[config.mk]
export PLATFORM = sky130hd
export DESIGN_NAME = regfile_write_arbiter_flat
export DESIGN_NICKNAME = d
export VERILOG_FILES = /design/src/rtl/regfile_write_arbiter_pkg.sv /design/src/rtl/regfile_write_arbiter_if.sv /design/src/rtl/regfile_write_arbiter_rr_arbiter.sv /design/src/rtl/regfile_write_arbiter.sv /design/src/flat_wrapper.sv
export SDC_FILE = /design/constraint.sdc
export NUM_CORES = 1
export LEC_CHECK = 0
export ABC_CLOCK_PERIOD_IN_PS = 2490
export BUFFER_PORTS_ARGS = -buffer_cell sky130_fd_sc_hd__buf_2
export CAP_MARGIN = 20
export CORE_ASPECT_RATIO = 1.1
export CORE_MARGIN = 2
export CORE_UTILIZATION = 44
export CTS_BUF_LIST = sky130_fd_sc_hd__clkbuf_8
export CTS_CLUSTER_SIZE = 20
export DETAILED_ROUTE_END_ITERATION = 8
export PLACE_DENSITY_LB_ADDON = 0.1
export RECOVER_POWER = 100
export SETUP_SLACK_MARGIN = 0.1
export SLEW_MARGIN = 25
export SYNTH_ARGS = -nofsm -noshare
export SYNTH_HDL_FRONTEND = slang
export SYNTH_SLANG_ARGS = --single-unit
[constraint.sdc]
create_clock -name clk -period 2.49 [get_ports clk]
set_clock_uncertainty 0.15 [all_clocks]
set_input_delay 0.498 -clock clk [delete_from_list [all_inputs] [get_ports clk]]
set_output_delay 0.498 -clock clk [all_outputs]
set_load 0.01 [all_outputs]
[src/rtl/regfile_write_arbiter_pkg.sv]
// Shared types for the register-file write-port arbiter.
// Sweep FSM encoding, zero-register address and grant-index width helper.
package regfile_arb_pkg;

    typedef enum logic {
        ST_INIT = 1'b0,
        ST_RUN  = 1'b1
    } state_e;

    localparam int REG_ZERO = 0;

    // Width of an index into n requesters; never narrower than one bit.
    function automatic int clog2_min1(input int n);
        int w;
        w = 1;
        while ((1 << w) < n) begin
            w = w + 1;
        end
        return w;
    endfunction

endpackage

[src/rtl/regfile_write_arbiter_if.sv]
// Write-back requester bundle: per-requester valid/addr/data, one-hot ready.
// master = requesters, slave = arbiter.
interface regfile_write_arbiter_if #(
    parameter int NUM_REQ    = 3,
    parameter int WIDTH      = 32,
    parameter int ADDR_WIDTH = 5
);

    logic [NUM_REQ-1:0]            req_valid;
    logic [NUM_REQ*ADDR_WIDTH-1:0] req_addr;
    logic [NUM_REQ*WIDTH-1:0]      req_data;
    logic [NUM_REQ-1:0]            req_ready;

    modport master (
        output req_valid,
        output req_addr,
        output req_data,
        input  req_ready
    );

    modport slave (
        input  req_valid,
        input  req_addr,
        input  req_data,
        output req_ready
    );

endinterface

[src/rtl/regfile_write_arbiter_rr_arbiter.sv]
// Combinational round-robin pick: first valid index at or after ptr,
// wrapping modulo NUM_REQ; one-hot grant plus its index.
module rr_arbiter
    import regfile_arb_pkg::*;
#(
    parameter int NUM_REQ = 3,
    localparam int IDW    = clog2_min1(NUM_REQ)
) (
    input  logic [NUM_REQ-1:0] valid,
    input  logic [IDW-1:0]     ptr,
    output logic [NUM_REQ-1:0] grant,
    output logic [IDW-1:0]     grant_idx,
    output logic               any_valid
);

    int             sum;
    logic [IDW-1:0] idx;

    // Walk offsets from farthest to nearest so the nearest valid one wins.
    always_comb begin
        grant     = '0;
        grant_idx = '0;
        any_valid = |valid;
        sum       = 0;
        idx       = '0;
        for (int k = NUM_REQ - 1; k >= 0; k--) begin
            sum = int'(ptr) + k;
            if (sum >= NUM_REQ) begin
                sum = sum - NUM_REQ;
            end
            idx = IDW'(sum);
            if (valid[idx]) begin
                grant      = '0;
                grant[idx] = 1'b1;
                grant_idx  = idx;
            end
        end
    end

endmodule

[src/rtl/regfile_write_arbiter.sv]
// Round-robin arbiter sharing the register file write port among NUM_REQ requesters.
// Define REGFILE_ARB_INIT_SWEEP_EN to zero every register after reset first.
module regfile_write_arbiter
    import regfile_arb_pkg::*;
#(
    parameter int NUM_REQ    = 3,
    parameter int WIDTH      = 32,
    parameter int ADDR_WIDTH = 5,
    localparam int IDW       = clog2_min1(NUM_REQ)
) (
    input  logic                   clk,
    input  logic                   reset_n,
    regfile_write_arbiter_if.slave req_if,
    output logic                   regWrite,
    output logic [ADDR_WIDTH-1:0]  writeAddr,
    output logic [WIDTH-1:0]       writeData,
    output logic [IDW-1:0]         grant_id,
    output logic                   init_done
);

    logic [NUM_REQ-1:0]    grant;
    logic [IDW-1:0]        grant_idx;
    logic                  any_valid;
    logic                  run;
    logic                  accept;
    logic [ADDR_WIDTH-1:0] sel_addr;
    logic [WIDTH-1:0]      sel_data;

    state_e                state_q;
    state_e                state_d;
    logic                  sweep_wr;
    logic [ADDR_WIDTH-1:0] sweep_addr;

    logic [IDW-1:0]        ptr_q;
    logic [IDW-1:0]        ptr_d;
    logic                  regwrite_q;
    logic                  regwrite_d;
    logic [ADDR_WIDTH-1:0] waddr_q;
    logic [ADDR_WIDTH-1:0] waddr_d;
    logic [WIDTH-1:0]      wdata_q;
    logic [WIDTH-1:0]      wdata_d;
    logic [IDW-1:0]        gid_q;
    logic [IDW-1:0]        gid_d;
    logic                  init_done_q;
    logic                  init_done_d;

    rr_arbiter #(
        .NUM_REQ (NUM_REQ)
    ) u_rr (
        .valid     (req_if.req_valid),
        .ptr       (ptr_q),
        .grant     (grant),
        .grant_idx (grant_idx),
        .any_valid (any_valid)
    );

`ifdef REGFILE_ARB_INIT_SWEEP_EN
    // Extra MSB marks "all addresses issued"; RUN follows once the
    // last sweep write has been on the port for its cycle.
    logic [ADDR_WIDTH:0] sweep_cnt_q;
    logic [ADDR_WIDTH:0] sweep_cnt_d;

    always_comb begin
        state_d     = state_q;
        sweep_cnt_d = sweep_cnt_q;
        sweep_wr    = 1'b0;
        if (state_q == ST_INIT) begin
            if (sweep_cnt_q[ADDR_WIDTH]) begin
                state_d = ST_RUN;
            end else begin
                sweep_wr    = 1'b1;
                sweep_cnt_d = sweep_cnt_q + 1'b1;
            end
        end
    end

    always_ff @(posedge clk or negedge reset_n) begin
        if (!reset_n) begin
            state_q     <= ST_INIT;
            sweep_cnt_q <= '0;
        end else begin
            state_q     <= state_d;
            sweep_cnt_q <= sweep_cnt_d;
        end
    end

    assign sweep_addr = sweep_cnt_q[ADDR_WIDTH-1:0];
`else
    assign state_q    = ST_RUN;
    assign state_d    = ST_RUN;
    assign sweep_wr   = 1'b0;
    assign sweep_addr = '0;
`endif

    assign run              = (state_q == ST_RUN);
    assign req_if.req_ready = run ? grant : '0;
    assign accept           = run & any_valid;

    assign sel_addr =
        req_if.req_addr[int'(grant_idx)*ADDR_WIDTH +: ADDR_WIDTH];
    assign sel_data =
        req_if.req_data[int'(grant_idx)*WIDTH +: WIDTH];

    always_comb begin
        regwrite_d  = 1'b0;
        waddr_d     = waddr_q;
        wdata_d     = wdata_q;
        gid_d       = gid_q;
        ptr_d       = ptr_q;
        init_done_d = (state_d == ST_RUN);
        unique case (1'b1)
            sweep_wr: begin
                regwrite_d = 1'b1;
                waddr_d    = sweep_addr;
                wdata_d    = '0;
            end
            accept: begin
                // x0 is hardwired: the transfer completes but no write issues.
                regwrite_d = (sel_addr != ADDR_WIDTH'(REG_ZERO));
                waddr_d    = sel_addr;
                wdata_d    = sel_data;
                gid_d      = grant_idx;
                if (grant_idx == IDW'(NUM_REQ - 1)) begin
                    ptr_d = '0;
                end else begin
                    ptr_d = grant_idx + 1'b1;
                end
            end
            default: begin
            end
        endcase
    end

    always_ff @(posedge clk or negedge reset_n) begin
        if (!reset_n) begin
            ptr_q       <= '0;
            regwrite_q  <= 1'b0;
            waddr_q     <= '0;
            wdata_q     <= '0;
            gid_q       <= '0;
            init_done_q <= 1'b0;
        end else begin
            ptr_q       <= ptr_d;
            regwrite_q  <= regwrite_d;
            waddr_q     <= waddr_d;
            wdata_q     <= wdata_d;
            gid_q       <= gid_d;
            init_done_q <= init_done_d;
        end
    end

    assign regWrite  = regwrite_q;
    assign writeAddr = waddr_q;
    assign writeData = wdata_q;
    assign grant_id  = gid_q;
    assign init_done = init_done_q;

endmodule

[src/flat_wrapper.sv]
// flat-port wrapper written by rule: the top's interface ports become plain ports
module regfile_write_arbiter_flat import regfile_arb_pkg::*;
#(
    parameter int NUM_REQ    = 3,
    parameter int WIDTH      = 32,
    parameter int ADDR_WIDTH = 5,
    localparam int IDW       = clog2_min1(NUM_REQ)
)
  (clk, reset_n, regWrite, writeAddr, writeData, grant_id, init_done, req_if_req_valid, req_if_req_addr, req_if_req_data, req_if_req_ready);
  regfile_write_arbiter_if #(.NUM_REQ(NUM_REQ), .WIDTH(WIDTH), .ADDR_WIDTH(ADDR_WIDTH)) req_if_i ();
  input  logic clk;
  input  logic reset_n;
  output logic regWrite;
  output logic [ADDR_WIDTH-1:0] writeAddr;
  output logic [WIDTH-1:0] writeData;
  output logic [IDW-1:0] grant_id;
  output logic init_done;
  input wire logic [$bits(req_if_i.req_valid)-1:0] req_if_req_valid;
  input wire logic [$bits(req_if_i.req_addr)-1:0] req_if_req_addr;
  input wire logic [$bits(req_if_i.req_data)-1:0] req_if_req_data;
  output wire logic [$bits(req_if_i.req_ready)-1:0] req_if_req_ready;
  assign req_if_i.req_valid = req_if_req_valid;
  assign req_if_i.req_addr = req_if_req_addr;
  assign req_if_i.req_data = req_if_req_data;
  assign req_if_req_ready = req_if_i.req_ready;
  regfile_write_arbiter #(.NUM_REQ(NUM_REQ), .WIDTH(WIDTH), .ADDR_WIDTH(ADDR_WIDTH)) u_core (.clk(clk), .reset_n(reset_n), .req_if(req_if_i), .regWrite(regWrite), .writeAddr(writeAddr), .writeData(writeData), .grant_id(grant_id), .init_done(init_done));
endmodule
==> After elaboration in Yosys (flattened, before gate mapping) <==
Index checks and enable logic that the tools add are counted.
{ "classes": {"n_addsub": 6, "multipliers": 1, "order_cmp": 9, "eq_ne": 1, "n_shift": 2, "mux": 23, "reduce_logical": 5} }
{ "ops": {"columns": ["cell", "n"], "rows": [
  ["$shiftx 96x8->32", 1],
  ["$shiftx 15x32->5", 1],
  ["$mux 2", 7],
  ["$lt 2x3->1 const B", 3],
  ["$mux 3", 3],
  ["$mux 1", 7],
  ["$bmux 1 s2", 3],
  ["$demux 1 s2", 3],
  ["$ge 2x1->1 const B", 3],
  ["$ge 3x2->1 const B", 2],
  ["$sub 2x2->2 const B", 3],
  ["$mul 2x3->5 const B", 1],
  ["$reduce_bool 5->1", 1],
  ["$add 2x1->3 const B", 1],
  ["$add 2x2->3 const B", 1],
  ["$logic_and 1x1->1", 3],
  ["$reduce_or 3->1", 1],
  ["$add 2x1->2 const B", 1],
  ["$eq 2x2->1 const B", 1],
  ["$ge 2x2->1 const B", 1]
]} }
{ "word_totals": {"ff_bits": 43, "out_inout_bits": 44, "word_cells": 53} }

==> Depth between registers and ports, before layout <==
Gate-level depths: netlist (run 1).
{ "logic_depth": {"ltp_word": 12, "mapped_depth": 10} }

==> By module <==
A second synthesis (run 1) with hierarchy kept.
{ "hier_totals": {"hier_cells": 291, "hier_area_um2": 2598.7} }
{ "by_module_without_submodules": {"columns": ["module", "instances", "cells_per_inst", "area_per_inst_um2", "seq_area_each_um2"], "rows": [
  ["regfile_write_arbiter", 1, 240, 2240.9, 1076.0],
  ["rr_arbiter", 1, 51, 357.8, 0.0]
]} }

==> Worst setup path before layout (run 1) <==
OpenSTA, ideal clock, no wires.
{ "synth_path": {"path_type": "flip-flop to output port", "start": "register u_core.ptr_q[0]", "end": "output port req_if_req_ready[0]", "t_arrival_ns": 1.658, "t_required_ns": 1.842, "setup_slack_ns": 0.184, "stages_incl_launch_ff": 9, "path_buffers": 1, "path_cell_list": "dfrtp_1 inv_1 ha_1 buf_6 mux2i_1 o22ai_2 nor2_1 a21oi_1 o21ai_0"} }
{ "synth_via": {"elab_chain_len": 10, "word_cells_on_any_way": 35} }
{ "synth_rtl": {"columns": ["element", "line", "source"], "rows": [
  ["start: declaration", "regfile_write_arbiter.sv:34", "logic [IDW-1:0] ptr_q;"],
  ["start signal: assignment", "regfile_write_arbiter.sv:143", "ptr_q <= ptr_d;"],
  ["$add 2x2->3", "regfile_write_arbiter_rr_arbiter.sv:27", "sum = int'(ptr) + k;"],
  ["$ge 3x2->1 / $sub 2x2->2 (equally long branches)", "regfile_write_arbiter_rr_arbiter.sv:28, regfile_write_arbiter_rr_arbiter.sv:29", null],
  ["$mux 2", "regfile_write_arbiter_rr_arbiter.sv:28", "if (sum >= NUM_REQ) begin"],
  ["$lt 2x3->1 (not written as such) / $ge 2x1->1 (equally long branches)", "regfile_write_arbiter_rr_arbiter.sv:34", "grant[idx] = 1'b1;"],
  ["$logic_and 1x1->1 (not written as such)", "regfile_write_arbiter_rr_arbiter.sv:34", null],
  ["$mux 1 (not written as such)", "regfile_write_arbiter_rr_arbiter.sv:34", null],
  ["$demux 1 s2", "regfile_write_arbiter_rr_arbiter.sv:34", null],
  ["$mux 3 (2 in series)", "regfile_write_arbiter_rr_arbiter.sv:32", "if (valid[idx]) begin"],
  ["$mux 3 *", "regfile_write_arbiter_rr_arbiter.sv:32", null],
  ["end: declaration", "flat_wrapper.sv:21", "output wire logic [$bits(req_if_i.req_ready)-1:0] req_if_req_ready;"]
]} }
Mark *: on every way between the ends. The rest lies on a longest branch, timed or not. The select of a mux whose other input is x is not followed.

==> Worst setup path after layout (run 1) <==
{ "layout_path": {"start": "register u_core.ptr_q[0]", "end": "output port req_if_req_ready[1]"} }
Same word-level chain as after synthesis.

==> results of run 1 <==
## metrics by stage
stage | instances | utilization [%] | setup slack, ns
final | 502 | 65.2 | -0.0192
after global routing | 502 | 65.2 | -0.123
after CTS | 494 | 64.0 | -0.0241
after detailed placement | 479 | 60.4 | -0.0222
after global placement | 479 | 60.4 | 0.0760
after floorplan | 246 | - | 0.184
## area by class of cell
cell class | instances | area, um2 | share of cell area (%)
clock buffer | 6 | 82.6 | 2.22
timing repair buffer | 191 | 997 | 26.9
sequential | 43 | 1080 | 29.0
clock inverter | 1 | 5.00 | 0.135
multi-input combinational | 175 | 1420 | 38.3
inverter | 9 | 33.8 | 0.910
tap | 77 | 96.3 | 2.60
## power groups by stage
stage	combinational, mW	sequential (mW)	clock, mW
3_3_place_gp	2.15	1.20	0
6_report	2.51	1.21	0.435
4_1_cts	2.36	1.20	0.455
3_5_place_dp	2.19	1.20	0
2_1_floorplan	1.34	1.35	0
5_1_grt	2.71	1.26	0.486
## cells by family after synthesis
kind of cell | count (synthesis) | synth area share [%]
mux | 38 | 15.5
flops | 43 | 42.0
compound gates | 97 | 26.2
simple gates | 35 | 6.89
other cells | 1 | 0.146
fa+ha+maj | 4 | 1.96
buf+inv | 28 | 7.18
## state kept, by name (all words and copies together) (netlist names)
name and flops:
u_core.grant_id 2, u_core.ptr_q 2, u_core.writeData 32, u_core.writeAddr 5
u_core.init_done 1, u_core.regWrite 1
## tightest hold or removal path, delay by kind of cell
family | cells | cell delay, ns
AO/OA/AOI/OAI | 2 | 0.12
buffers and inverters | 1 | 0.07
## timing repair
action                                 CTS  global route
pin swaps                                5             6
hold buffers                             1             0
setup endpoints to repair               13            30
gates cloned                             0             0
gates resized for setup                 13            14
buffers inserted                         7             8
endpoints found under the hold margin   18             0
## metal layers
metal | wire [um] | share of wire, % | track usage [%] | up-vias
met5 | 0 | 0 | 0 | -
met4 | 52 | 0.72 | 4.96 | 0
met3 | 450 | 6.2 | 3.90 | 6
met2 | 3920 | 54 | 40.8 | 105
met1 | 2830 | 39 | 27.3 | 1235
li1 | - | - | - | 1261
## worst paths after layout
kind,start,endpoint,slack [ns],depth (start not counted)
max in group asynchronous,reset_n,u_core.ptr_q[1],0.49,3
worst max register to register,u_core.ptr_q[1],u_core.regWrite,0.10,10
worst min register to register,u_core.writeAddr[4],u_core.writeAddr[4],0.32,2
worst max-delay path,u_core.ptr_q[0],req_if_req_ready[1],-0.02,7
min in group asynchronous,reset_n,u_core.writeData[21],0.76,2
worst min-delay path,req_if_req_data[78],u_core.writeData[14],0.29,3
## cell usage in the layout, fill, tap and decap left out, drive strengths merged, types with 5 or more instances in the layout
cell type | Yosys | layout
buf | 12 | 146
clkbuf | 7 | 50
nand2 | 15 | 15
o21ai | 39 | 39
nor2 | 5 | 5
mux2i | 37 | 37
a22oi | 34 | 34
dfrtp | 43 | 43
o211ai | 6 | 6
inv | 9 | 9
==> metrics, run 1 <==
number of max-cap violations 0; GPL Wtd Cong about 0.84; P_int 2.42 mW; Initial DRT Pass Iterations 4; crit path cell chain buf_4 > ha_4 > or2_4 > a31o_4 > a31oi_4 > a21oi_2 > buf_2; RSZ-0062 raised after global routing true; sw frac a little over two fifths; Starting Density 44.9%; final hold violation count 0; HP Class input pin to flip-flop; CP max stage delay roughly 0.41 ns; critical path class flip-flop to output port; Via density 5.19; fraction of layout cells with a size suffix above 1 44.2%; top post-synthesis cells by area dfrtp_1 (42%), mux2i_1 (14%), a22oi_1 (10%), o21ai_1 (6.1%), buf_6 (3.5%); die area 6440 um2; Worst slew margin 32.7%; global-route wire length before repair roughly 12000 um; failing checks setup timing; pin count of the biggest net entering global routing 25; most frequent cells after synthesis dfrtp_1 (43), mux2i_1 (35), a22oi_1 (34); Die Width 76.7 um; Diodes inserted 0; Iteration-0 DRC Markers 90; final setup margin -0.0192 ns; CTS tree built; dominant cell type by area after synthesis dfrtp_1; Synth Flop Type dfrtp_1; Seq cells post-synth between 40 and 50; register area share after synthesis between 40% and 50%; height of the die about 84 um; P_sw 1.73 mW; # rows 29; Filler Cell Count 530; Reg clk slew, reported paths about 0.08 ns; worst-margin pin slew approximately 1 ns; max frequency 0.399 GHz; top-count cell post-synth dfrtp_1; post-layout minimum cycle time between 2 and 3 ns; Residual DRC 0; CTS root buffer clkbuf_8; Total GRT Usage around 22%; Post-synth EDFFs 0; power density over cell area about 1100 nW/um2; Max Slew Vio Count 0; Synth top area share 42.0%; placed cell areas 3440 um2; Yosys cell types 42; CP delay by family, top compound AO/OA/AOI/OAI gates; Clock power frac between 10% and 20%; Critical Path AT 1.86 ns; CTS buffer count 5; nets roughly 550; total gr overflow 0; via count 2607; Async S/R FF share, synth 100%; Area Growth Syn to Fin 45.0%; Post-Syn Nets 366; Detail Route Antenna Nets 0; Finish-stage setup viols 3; warnings from Yosys 0; design area 3710 um2; crit path launch type flip-flop; clk_lat worst skew roughly 0.28 ns; setup TNS -0.0422 ns; initial antenna violation count 0; Worst path slowest cell dfrtp_1; Core ar. 5700 um2; Tot Pwr 4.15 mW; drt wl/cell 14.4 um; worst-path maximum fanout 5; Worst Path Buf+Inv 2; post-synthesis average cell area 10.4 um2; required time worst endpoint between 1.5 and 2 ns; Sequential Power Share between 20% and 30%; Max IR drop VDD 570 uV; total routed wirelength just over 7000 um; Hold Worst Slack 0.289 ns; Crit. End Element output port; status finished, violations left; clk buf depth 2; Mapped Cells 246; part of the power in combinational logic 60.4%; io pins 160; mapped cell area 2560 um2; dpl hpwl 5450 um; leak pwr 1.83 nW; CTS H-tree lvls 2; number of global-route vias before repair 2504; clock sink count 43; port bufs roughly 160; period utilisation layout 101%
Power figures use the tool's default switching activity.
==> run 2, diff against run 1 <==
--- a/constraint.sdc
+++ b/constraint.sdc
@@ -4,2 +4,2 @@
 set_output_delay 0.498 -clock clk [all_outputs]
-set_load 0.01 [all_outputs]
+set_load 0.1 [all_outputs]
==> run 2 against run 1 <==
  * The flow still finishes with violations (setup timing)
  * Routed wire length increased by 9.6%
  * Largest cell class unchanged
  * Critical path depth unchanged
  * First-iteration DRC count decreased by 24%
  * Hold slack got worse by 0.0061 ns
  * Maximum frequency decreased by 3.9%
  * Critical endpoint is now req_if_req_ready[0]
  * Setup slack got worse by 0.10 ns
  * Design area increased by 6.1%
  * Highest routed layer unchanged
  * Cell count decreased by 0.20%
  * Utilization increased by 4.0 points
==> metrics, run 2 (same netlist as run 1, synthesis figures left out) <==
status finished, violations left; failing checks setup timing; RSZ-0062 raised after global routing true; Reg clk slew, reported paths 0.08 ns (about the same); GPL Wtd Cong 0.825 (-1.7%); global-route wire length before repair 12200 um (+4.3%); HP Class input pin to asynchronous set/reset pin; Hold Worst Slack 0.283 ns (-0.00606 ns); CTS H-tree lvls 2 (unchanged); CP max stage delay 0.45 ns (+0.04 ns); dpl hpwl 5540 um (+1.6%); # rows 29 (unchanged); fraction of layout cells with a size suffix above 1 46.0% (+1.8 points); CTS root buffer clkbuf_8; pre-CTS WS 0.0681 ns (+0.0902 ns); Max Slew Vio Count 0 (unchanged); Starting Density 44.9% (unchanged); clk_lat worst skew 0.29 ns (about the same); Area Growth Syn to Fin 53.9%; placed insts 476 (-0.63%); most frequent cells in the layout buf_2 (114), clkbuf_1 (42), dfrtp_1 (42); CTS tree built; max frequency 0.383 GHz (-3.9%); via count 2638 (+1.2%); pin count of the biggest net entering global routing 33 (+32%); Critical Path AT 1.96 ns (+0.10 ns); nets 544 (-0.18%); Worst Path Buf+Inv 1 (-1); critical path class flip-flop to output port; Initial DRT Pass Iterations 4 (unchanged); period utilisation layout 105% (+4.0 points); final hold violation count 0 (unchanged); Detail Route Antenna Nets 0 (unchanged); number of global-route vias before repair 2603 (+4.0%); CTS buffer count 5 (unchanged); max reg flops 32 (unchanged); io pins 160 (unchanged); Via density 5.27 (+1.4%); commonest non-fill, non-tap cell in the layout buf_2; non-filler cells, final 501 (-0.20%); post-layout minimum cycle time 2.61 ns (+0.101 ns); Residual DRC 0 (unchanged); Crit. End Element output port; worst-margin pin slew 1.23 ns (+0.222 ns); Filler Cell Count 461 (-13%); clk buf depth 2 (unchanged); height of the die 84 um (unchanged); clock sink count 43 (unchanged); final setup margin -0.120 ns (-0.101 ns); drt wl/cell 15.9 um (+9.9%); port bufs 159 (unchanged); number of max-cap violations 0 (unchanged); Diodes inserted 0 (unchanged); Worst path slowest cell dfrtp_2; crit path cell chain ha_4 > mux2i_4 > o22ai_4 > nor2_2 > a21oi_2 > o21ai_4 > buf_12; worst-path maximum fanout 5 (unchanged); Die Width 76.7 um (unchanged); Core ar. 5700 um2 (unchanged); die area 6440 um2 (unchanged); total routed wirelength 7950 um (+9.6%); CP delay by family, top flip-flops; total gr overflow 0 (unchanged); Finish-stage setup viols 7 (+4); Total GRT Usage 23.4% (+1.1 points); initial antenna violation count 0 (unchanged); Iteration-0 DRC Markers 68 (-24%); required time worst endpoint 1.84 ns (about the same); crit path launch type flip-flop; Worst slew margin 18.3% (-14 points)
run 2: worst reg2reg max path: cells and delay by family (launching register included):
family | cells | cell delay (ns)
compound gates | 4 | 0.60
buf+inv | 3 | 0.44
flops | 1 | 0.45
mux | 2 | 0.45
fa+ha+maj | 1 | 0.33
run 2: timing repair:
item	CTS	global route
gates resized for setup	8	23
setup endpoints to repair	10	39
pin swaps	7	10
buffers inserted	8	6
hold buffers	0	0
cloned	0	4
run 2: through the flow:
step	util, %	instance area, um2	setup TNS, ns
floorplan	-	2660	-0.192
global placement	62.8	3580	0
detailed placement	62.8	3580	0
CTS	66.5	3790	-0.327
global route	69.2	3940	-1.63
finish	69.2	3940	-0.395
run 2: layer usage:
layer,vias to the layer above,global-route usage (%),share of wire (%)
met5,-,0,0
met4,0,7.11,1.3
met3,10,4.55,4.9
met2,104,41.0,52
met1,1257,29.1,42
li1,1267,-,-
run 2: cell type report:
type	instances	area [um2]	area share [%]
clock buffers	5	68.8	1.75
clock inverters	2	33.8	0.857
inverters	9	33.8	0.857
multi-input cells	175	1500	38.1
flip-flops and latches	43	1080	27.3
well taps	77	96.3	2.45
repair buffers	190	1130	28.6
run 2: path summary, 6_finish.rpt:
check	startpoint	to	slack [ns]	cells past startpoint
worst max-delay path	u_core.ptr_q[1]	req_if_req_ready[0]	-0.12	7
worst min-delay path	reset_n	u_core.init_done	0.28	1
worst max register to register	u_core.ptr_q[1]	u_core.regWrite	-0.03	10
worst min register to register	u_core.writeAddr[3]	u_core.writeAddr[3]	0.32	2
max in group asynchronous	reset_n	u_core.writeData[4]	0.73	2
min in group clk	req_if_req_data[91]	u_core.writeData[27]	0.28	3
Power of run 2 is not shown: default switching activity piles up to over one toggle a cycle in this logic, so the estimate is an artifact.
